<file path="config.mk">
export PLATFORM = sky130hd
export DESIGN_NAME = hilo_md_ctrl
export DESIGN_NICKNAME = d
export VERILOG_FILES = /design/src/rtl/md_pkg.sv /design/src/rtl/hilo_regs.sv /design/src/rtl/hilo_md_ctrl.sv
export SDC_FILE = /design/constraint.sdc
export NUM_CORES = 1
export LEC_CHECK = 0
export ABC_CLOCK_PERIOD_IN_PS = 6240
export BUFFER_PORTS_ARGS = -buffer_cell sky130_fd_sc_hd__buf_2
export CAP_MARGIN = 10
export CORE_ASPECT_RATIO = 1.25
export CORE_MARGIN = 2
export CORE_UTILIZATION = 45
export CTS_CLUSTER_DIAMETER = 60
export DETAILED_ROUTE_END_ITERATION = 6
export PLACE_DENSITY = 0.78
export SYNTH_ARGS = -nofsm -noshare
export SYNTH_HDL_FRONTEND = slang
export SYNTH_SLANG_ARGS = --single-unit
</file>
<file path="constraint.sdc">
create_clock -name clk -period 6.24 [get_ports clk]
set_input_delay 0.624 -clock clk [delete_from_list [all_inputs] [get_ports clk]]
set_output_delay 0.624 -clock clk [all_outputs]
set_load 0.02 [all_outputs]
</file>
<file path="src/rtl/md_pkg.sv">
//------------------------------------------------------------------------------
// Module : md_pkg
// Brief  : Shared types for the HI/LO multiply/divide sequencing controller.
// Rev    : 1.0 - initial release
//------------------------------------------------------------------------------
`default_nettype none

package md_pkg;

  localparam int MD_OPW = 3;

  typedef enum logic [MD_OPW-1:0] {
    MD_NONE  = 3'd0,
    MD_MULT  = 3'd1,
    MD_MULTU = 3'd2,
    MD_DIV   = 3'd3,
    MD_DIVU  = 3'd4,
    MD_MTHI  = 3'd5,
    MD_MTLO  = 3'd6,
    MD_MF    = 3'd7
  } md_op_e;

  typedef enum logic [0:0] {
    IDLE = 1'b0,
    BUSY = 1'b1
  } md_state_e;

endpackage

`default_nettype wire

</file>
<file path="src/rtl/hilo_regs.sv">
//------------------------------------------------------------------------------
// Module : hilo_regs
// Brief  : Architectural HI/LO storage with an MT write port, an engine result
//          write port and the MF read mux.
// Rev    : 1.0 - initial release
//------------------------------------------------------------------------------
`default_nettype none

module hilo_regs #(
  parameter int WIDTH = 32
) (
  input  logic             clk,
  input  logic             rst,
  input  logic             mt_hi_we,
  input  logic             mt_lo_we,
  input  logic [WIDTH-1:0] mt_data,
  input  logic             res_we,
  input  logic [WIDTH-1:0] res_h,
  input  logic [WIDTH-1:0] res_l,
  input  logic             mf_en,
  input  logic             mf_sel,
  output logic [WIDTH-1:0] mf_data,
  output logic [WIDTH-1:0] hi,
  output logic [WIDTH-1:0] lo
);

  logic [WIDTH-1:0] hi_q;
  logic [WIDTH-1:0] lo_q;

  // Result writes and MT writes are mutually exclusive at the controller level.
  always_ff @(posedge clk or posedge rst) begin
    if (rst) begin
      hi_q <= '0;
      lo_q <= '0;
    end else if (res_we) begin
      hi_q <= res_h;
      lo_q <= res_l;
    end else begin
      if (mt_hi_we) hi_q <= mt_data;
      if (mt_lo_we) lo_q <= mt_data;
    end
  end

  assign mf_data = mf_en ? (mf_sel ? hi_q : lo_q) : '0;
  assign hi      = hi_q;
  assign lo      = lo_q;

endmodule

`default_nettype wire

</file>
<file path="src/rtl/hilo_md_ctrl.sv">
//------------------------------------------------------------------------------
// Module : hilo_md_ctrl
// Brief  : Sequencer between EX and the shared mul/div engine. Decodes
//          MULT/MULTU/DIV/DIVU/MTHI/MTLO/MF, holds md_enable until the engine
//          answers, stalls IF..EX meanwhile and aborts on flush.
// Config : MD_DIVZERO_FAST_EN - divide by zero completes in the accept cycle
//          (hi<=src_a, lo<=all ones) without ever enabling the engine.
// Rev    : 1.0 - initial release
//------------------------------------------------------------------------------
`default_nettype none

module hilo_md_ctrl
  import md_pkg::*;
#(
  parameter int WIDTH = 32
) (
  input  logic              clk,
  input  logic              rst,
  input  logic              op_valid,
  input  logic [MD_OPW-1:0] op,
  input  logic              mf_sel,
  input  logic [WIDTH-1:0]  src_a,
  input  logic [WIDTH-1:0]  src_b,
  input  logic              flush,
  output logic [WIDTH-1:0]  md_a,
  output logic [WIDTH-1:0]  md_b,
  output logic              md_mult,
  output logic              md_signed,
  output logic              md_enable,
  input  logic              md_ready,
  input  logic [WIDTH-1:0]  md_res_h,
  input  logic [WIDTH-1:0]  md_res_l,
  output logic              stall,
  output logic [WIDTH-1:0]  mf_data,
  output logic [WIDTH-1:0]  hi,
  output logic [WIDTH-1:0]  lo
);

  md_state_e        state_q;
  logic [WIDTH-1:0] md_a_q;
  logic [WIDTH-1:0] md_b_q;
  logic             md_mult_q;
  logic             md_signed_q;
  logic             md_enable_q;

  md_op_e           op_e;
  logic             accept;
  logic             is_md;
  logic             is_div;
  logic             div_zero_fast;
  logic             issue;
  logic             done;
  logic             res_we;
  logic [WIDTH-1:0] res_h;
  logic [WIDTH-1:0] res_l;

  assign op_e   = md_op_e'(op);
  assign accept = op_valid & ~flush & (state_q == IDLE);
  assign is_md  = (op_e == MD_MULT) | (op_e == MD_MULTU) |
                  (op_e == MD_DIV)  | (op_e == MD_DIVU);
  assign is_div = (op_e == MD_DIV) | (op_e == MD_DIVU);

`ifdef MD_DIVZERO_FAST_EN
  assign div_zero_fast = accept & is_div & (src_b == '0);
`else
  assign div_zero_fast = 1'b0;
`endif

  assign issue = accept & is_md & ~div_zero_fast;
  // A flush in BUSY wins over a coincident ready: the result is dropped.
  assign done  = (state_q == BUSY) & md_ready & ~flush;

  // Stall covers the accept cycle and every BUSY cycle that cannot retire.
  assign stall = (state_q == IDLE) ? issue : (~md_ready & ~flush);

  // Issue/complete/abort sequencing with registered engine-side outputs.
  always_ff @(posedge clk or posedge rst) begin
    if (rst) begin
      state_q     <= IDLE;
      md_a_q      <= '0;
      md_b_q      <= '0;
      md_mult_q   <= 1'b0;
      md_signed_q <= 1'b0;
      md_enable_q <= 1'b0;
    end else begin
      case (state_q)
        IDLE: begin
          if (issue) begin
            state_q     <= BUSY;
            md_a_q      <= src_a;
            md_b_q      <= src_b;
            md_mult_q   <= (op_e == MD_MULT) | (op_e == MD_MULTU);
            md_signed_q <= (op_e == MD_MULT) | (op_e == MD_DIV);
            md_enable_q <= 1'b1;
          end
        end
        BUSY: begin
          // Dropping enable is the engine's only abort indication.
          if (flush | md_ready) begin
            state_q     <= IDLE;
            md_enable_q <= 1'b0;
          end
        end
        default: begin
          state_q     <= IDLE;
          md_enable_q <= 1'b0;
        end
      endcase
    end
  end

  assign res_we = done | div_zero_fast;
  assign res_h  = div_zero_fast ? src_a : md_res_h;
  assign res_l  = div_zero_fast ? {WIDTH{1'b1}} : md_res_l;

  hilo_regs #(
    .WIDTH (WIDTH)
  ) u_hilo_regs (
    .clk      (clk),
    .rst      (rst),
    .mt_hi_we (accept & (op_e == MD_MTHI)),
    .mt_lo_we (accept & (op_e == MD_MTLO)),
    .mt_data  (src_a),
    .res_we   (res_we),
    .res_h    (res_h),
    .res_l    (res_l),
    .mf_en    (accept & (op_e == MD_MF)),
    .mf_sel   (mf_sel),
    .mf_data  (mf_data),
    .hi       (hi),
    .lo       (lo)
  );

  assign md_a      = md_a_q;
  assign md_b      = md_b_q;
  assign md_mult   = md_mult_q;
  assign md_signed = md_signed_q;
  assign md_enable = md_enable_q;

endmodule

`default_nettype wire

</file>
## Yosys cells after proc, flatten, opt, wreduce, memory -nomap -nowiden

Index checks and enable logic that the tools add are counted.

- Flip-flop bits (word level): 132
- Bits of input ports: 137
- Output and inout bits: 164

- Equal/unequal tests: 9
- Multiplexer cells: 13
- Bitwise operators: 17
- Reduce and logical (&&, ||, !) cells: 4

Operators by type and width:

| kind | number |
|---|---|
| two-way mux 32 bit | 6 |
| == test 3 bit, second input constant | 4 |
| AND 1 bit | 9 |
| == test 3 x 2 -> 1 bit, second input constant | 2 |
| two-way mux 1 bit | 5 |
| bitwise OR 1 bit | 5 |
| case mux 1 bit (2 select lines) | 2 |
| AND reduction 2 bit | 2 |
| nonzero test 2 bit | 2 |
| == test 3 x 1 -> 1 bit, second input constant | 1 |
| inverter 1 bit | 3 |
| != test 2 x 1 -> 1 bit, second input constant | 1 |
| != test 2 bit, second input constant | 1 |

## Depth between registers and ports, before layout

- Depth in word-level cells: 7
- Gate-level depth with buffers: 6
- Depth with buffers taken out: 3

## Cells and area by module

Synthesis repeated with hierarchy kept, for this count alone.

- Cells, all modules: 515
- Area, all modules: 6448.7 µm²

By module, submodules not included:

| module | times used | cells each | area an instance (µm²) | sequential area each (µm²) |
|---|---|---|---|---|
| hilo_regs | 1 | 350 | 3607.2 | 1601.5 |
| hilo_md_ctrl | 1 | 165 | 2841.5 | 1701.6 |

## Worst setup path after synthesis

Ideal clock, no wire load.

- Kind: input-to-output
- Start point: in op[2]
- End point: out stall
- Arrival: 1658 ps
- Data required time: 5616 ps
- Path slack: 3958 ps
- Cell stages on the path: 5
- Buffers on the path: 2
- Path through: or3_1 > nand3_2 > buf_6 > buf_6 > o21ai_0

- Longest elaborated chain between the ends: 6
- Elaborated cells on any way between the ends: 9

RTL lines:

| item | line | text |
|---|---|---|
| from (decl) | hilo_md_ctrl.sv:20 | `input logic [MD_OPW-1:0] op,` |
| == test 3 x 1 -> 1 bit / == test 3 x 2 -> 1 bit (equally long branches) | hilo_md_ctrl.sv:59 | `assign is_md = (op_e == MD_MULT) \| (op_e == MD_MULTU) \|` |
| bitwise OR 1 bit (2 in a row) | hilo_md_ctrl.sv:59 |  |
| bitwise OR 1 bit (*) | hilo_md_ctrl.sv:60 | `(op_e == MD_DIV) \| (op_e == MD_DIVU);` |
| AND 1 bit (*) | hilo_md_ctrl.sv:69 | `assign issue = accept & is_md & ~div_zero_fast;` |
| two-way mux 1 bit (*) | hilo_md_ctrl.sv:74 | `assign stall = (state_q == IDLE) ? issue : (~md_ready & ~flush);` |
| to (decl) | hilo_md_ctrl.sv:33 | `output logic stall,` |

Mark *: on every way between the ends. The rest lies on a longest branch, timed or not.

## Worst setup path after layout

- Start point: reg state_q
- End point: out mf_data[6]

- Longest elaborated chain between the ends: 4

RTL lines:

| item | line | text |
|---|---|---|
| from (decl) | hilo_md_ctrl.sv:39 | `md_state_e state_q;` |
| from (signal assigned) | hilo_md_ctrl.sv:79 | `state_q <= IDLE;` |
| from (signal assigned) | hilo_md_ctrl.sv:89 | `state_q <= BUSY;` |
| from (signal assigned) | hilo_md_ctrl.sv:100 | `state_q <= IDLE;` |
| inverter 1 bit (no line) | - |  |
| AND 1 bit | hilo_md_ctrl.sv:58 | `assign accept = op_valid & ~flush & (state_q == IDLE);` |
| AND 1 bit | hilo_md_ctrl.sv:127 | `.mf_en (accept & (op_e == MD_MF)),` |
| two-way mux 32 bit | hilo_regs.sv:44 | `assign mf_data = mf_en ? (mf_sel ? hi_q : lo_q) : '0;` |
| to (decl) | hilo_md_ctrl.sv:34 | `output logic [WIDTH-1:0] mf_data,` |

No other way between the ends.

==> reports/qor.csv <==
stage,metric,value,unit
route,DRC Markers,0,
clock_tree,post-cts sizing count,0,
sta,RSZ-0062 raised after global routing,false,
flow_run,max-cap viol count,0,
sta,final setup vio count,0,
floorplan,Initial Util,46.0,%
route,met3 WL,1.66,mm
synth,Post-Synthesis Cells,604,
setup_path,Startpoint Class,flop,
final_layout,post-layout util,61.6,%
synth,Yosys reg bits,132,
clock_tree,CTS Hold Bufs,0,
synth,Async SR Flop Fraction,100,%
power,Leak,4.25,nW
clock_tree,CTS tree,done,
final_layout,fin nets,1010,
floorplan,die width,110,um
sta,TNS Setup,0,ns
setup_path,crit-path max FO,65,
floorplan,Rows,48,
sta,Slew HR,29.2,%
synth,syn avg cell area,10.5,um2
final_layout,filler instances,1164,
setup_path,R2R depth,4,
synth,synth warn,0,
global_route,GRT overflow,0,
final_layout,layout cell share with drive strength beyond 1,46.5,%
route,drt pass-1 iters,5,
route,wire per inst,18.6,um
sta,"Slew Viols, Final",0,
power,Final Total Pwr,3.32,mW
global_route,antenna violations before repair,1,
placed_design,Post-DP HPWL,13.5,mm
synth,most common cell in the netlist,dfrtp_1,
synth,Syn Nets,741,
synth,Area contributors post-synth,"dfrtp_1 52%, mux2_4 9.0%, a31oi_1 6.3%",
global_route,number of global-route vias before repair,5829,
route,vias per cell,5.60,
synth,post-synth top area share,51.9,%
route,highest metal used,met4,
sta,Final Skew,0.0100,ns
clock_tree,clk root buf,clkbuf_16,
placed_design,Port-buffer cells,300,
synth,cell taking the most area after synthesis,dfrtp_1,
clock_tree,clock buffer depth,2,
global_route,largest net degree at the start of global routing,77,
route,met2 WL,9.82,mm
sta,min Tclk post-route,3.78,ns
hold_path,worst min-delay path class,in2async,
clock_tree,Clock Pin Slew Worst Setup and Hold Paths,0.06,ns
setup_path,CP Data Required Time,5.62,ns
run_status,run status,"finished, final reports clean",
clock_tree,H-tree depth,4,
clock_tree,clock sinks,132,
floorplan,Core Area,0.0138,mm2
sta,Fmax achieved,265,MHz
floorplan,Ports,301,
setup_path,Crit Path Class,reg2out,
placed_design,placer congestion estimate,0.899,
power,pwr/cell area,391,mW/mm2
setup_path,Worst Path Arrival,3.15,ns
sta,Final Hold Fails,0,
floorplan,Die ar.,0.0151,mm2
sta,worst-margin pin slew,1.06,ns
global_route,first-pass GRT wire length,30.3,mm
route,met1 WL,7.72,mm
synth,sequential area share after synthesis,51.9,%
route,Post-Route WL,19.8,mm
synth,Yosys cell types,27,
synth,Main synth FF type,dfrtp_1,
synth,number of flops mapped to enable cells by yosys,0,
final_layout,area of the multi-input gates,0.00281,mm2
setup_path,"slowest stage delay, CP",0.79,ns
power,worst vdd ir,0.000210,V
placed_design,Placed Area,0.00790,mm2
final_layout,area grow syn2layout,33.8,%
synth,synthesized area,0.00636,mm2
setup_path,"Max stage delay cell, worst path",nand3_2,
final_layout,Storage cell area,0.00330,mm2
floorplan,Die H,137,um
sta,Final Cycle Share,60.5,%
clock_tree,setup bufs post-CTS,0,
final_layout,post-route cell area,0.00851,mm2
route,Post-DRT Antenna Nets,0,
global_route,GR Util All Layers,26.3,%
setup_path,worst-path cell chain,and4bb_2 > buf_4 > nand3_2 > nor2_1 > buf_2,
setup_path,Setup crit end kind,output pin,
route,Iter 0 DRT Violations,438,
route,Vias,5942,
clock_tree,Skew-Pair Late Insertion Delay,0.41,ns
clock_tree,total CTS buffers,17,
synth,top cells by instance count after synthesis,"132 x dfrtp_1, 97 x nor2_1, 67 x o21ai_0",
## placed cells by master, fill, tap and decap left out, types with 4 or more instances in the layout
cell type  count
dfrtp_1      132
mux2i_1       32
nand2_1        4
nand3_1       64
buf_2        300
buf_4          8
mux2_4        38
inv_6          6
clkbuf_16     17
o21ai_0       67
nor2_1        97
mux2_2        26
a31oi_1       64
## registers in the layout, indices dropped and copies added, names as in the netlist
name,flops
md_a,32
md_b,32
u_hilo_regs.hi,32
u_hilo_regs.lo,32
md_enable,1
md_mult,1
md_signed,1
state_q,1
## critical path: cells and delay by family, from the launching register on
kind,cells,cell delay (ns)
flip-flops,1,0.47
AND/OR/NAND/NOR,3,1.45
buffers and inverters,2,0.76
## stage by stage
step                setup slack (ns)  hold WS (ns)  cells
floorplan                       2.09         0.578    604
global placement                2.79         0.457   1029
detailed placement              2.69         0.472   1029
CTS                             2.55         0.335   1061
global route                    2.31         0.361   1062
finish                          2.46         0.306   1062
## path summary, 6_finish.rpt
path	startpoint	endpoint	slack [ns]
max	state_q$_DFF_PP0_	mf_data[6]	2.46
min	rst	md_b[4]$_DFFE_PP0P_	0.31
max reg2reg	state_q$_DFF_PP0_	md_a[10]$_DFFE_PP0P_	3.86
min reg2reg	md_enable$_DFFE_PP0P_	md_enable$_DFFE_PP0P_	0.48
max in group asynchronous	rst	md_a[15]$_DFFE_PP0P_	4.71
min in group clk	src_b[30]	md_b[30]$_DFFE_PP0P_	0.45
## power breakdown
| part | internal, mW | total, mW | switching [mW] |
|---|---|---|---|
| registers | 1.09 | 1.26 | 0.171 |
| clock network | 0.634 | 1.03 | 0.392 |
| logic | 0.420 | 1.03 | 0.615 |
## layer usage
metal	vias up	GRT usage [%]
met1	2861	32.6
met3	43	6.57
met5	-	0
met2	333	43.3
met4	0	11.6
li1	2705	-
## final cells by class
cell class,instances,area share (%)
Antenna cell,1,0.0294
Clock buffer,18,5.04
Clock inverter,14,2.03
Inverter,2,0.147
Multi-Input combinational cell,412,33.0
Sequential cell,132,38.8
Tap cell,175,2.57
Timing Repair Buffer,308,18.4
## kinds of logic after synthesis
| group | count (synthesis) | share of synthesized area [%] |
|---|---|---|
| AND/OR/NAND/NOR | 179 | 12.8 |
| multiplexers | 96 | 18.6 |
| buffers and inverters | 60 | 4.43 |
| AO/OA/AOI/OAI | 137 | 12.2 |
| flip-flops | 132 | 51.9 |
Note: power is estimated with default switching activity, not from simulation.
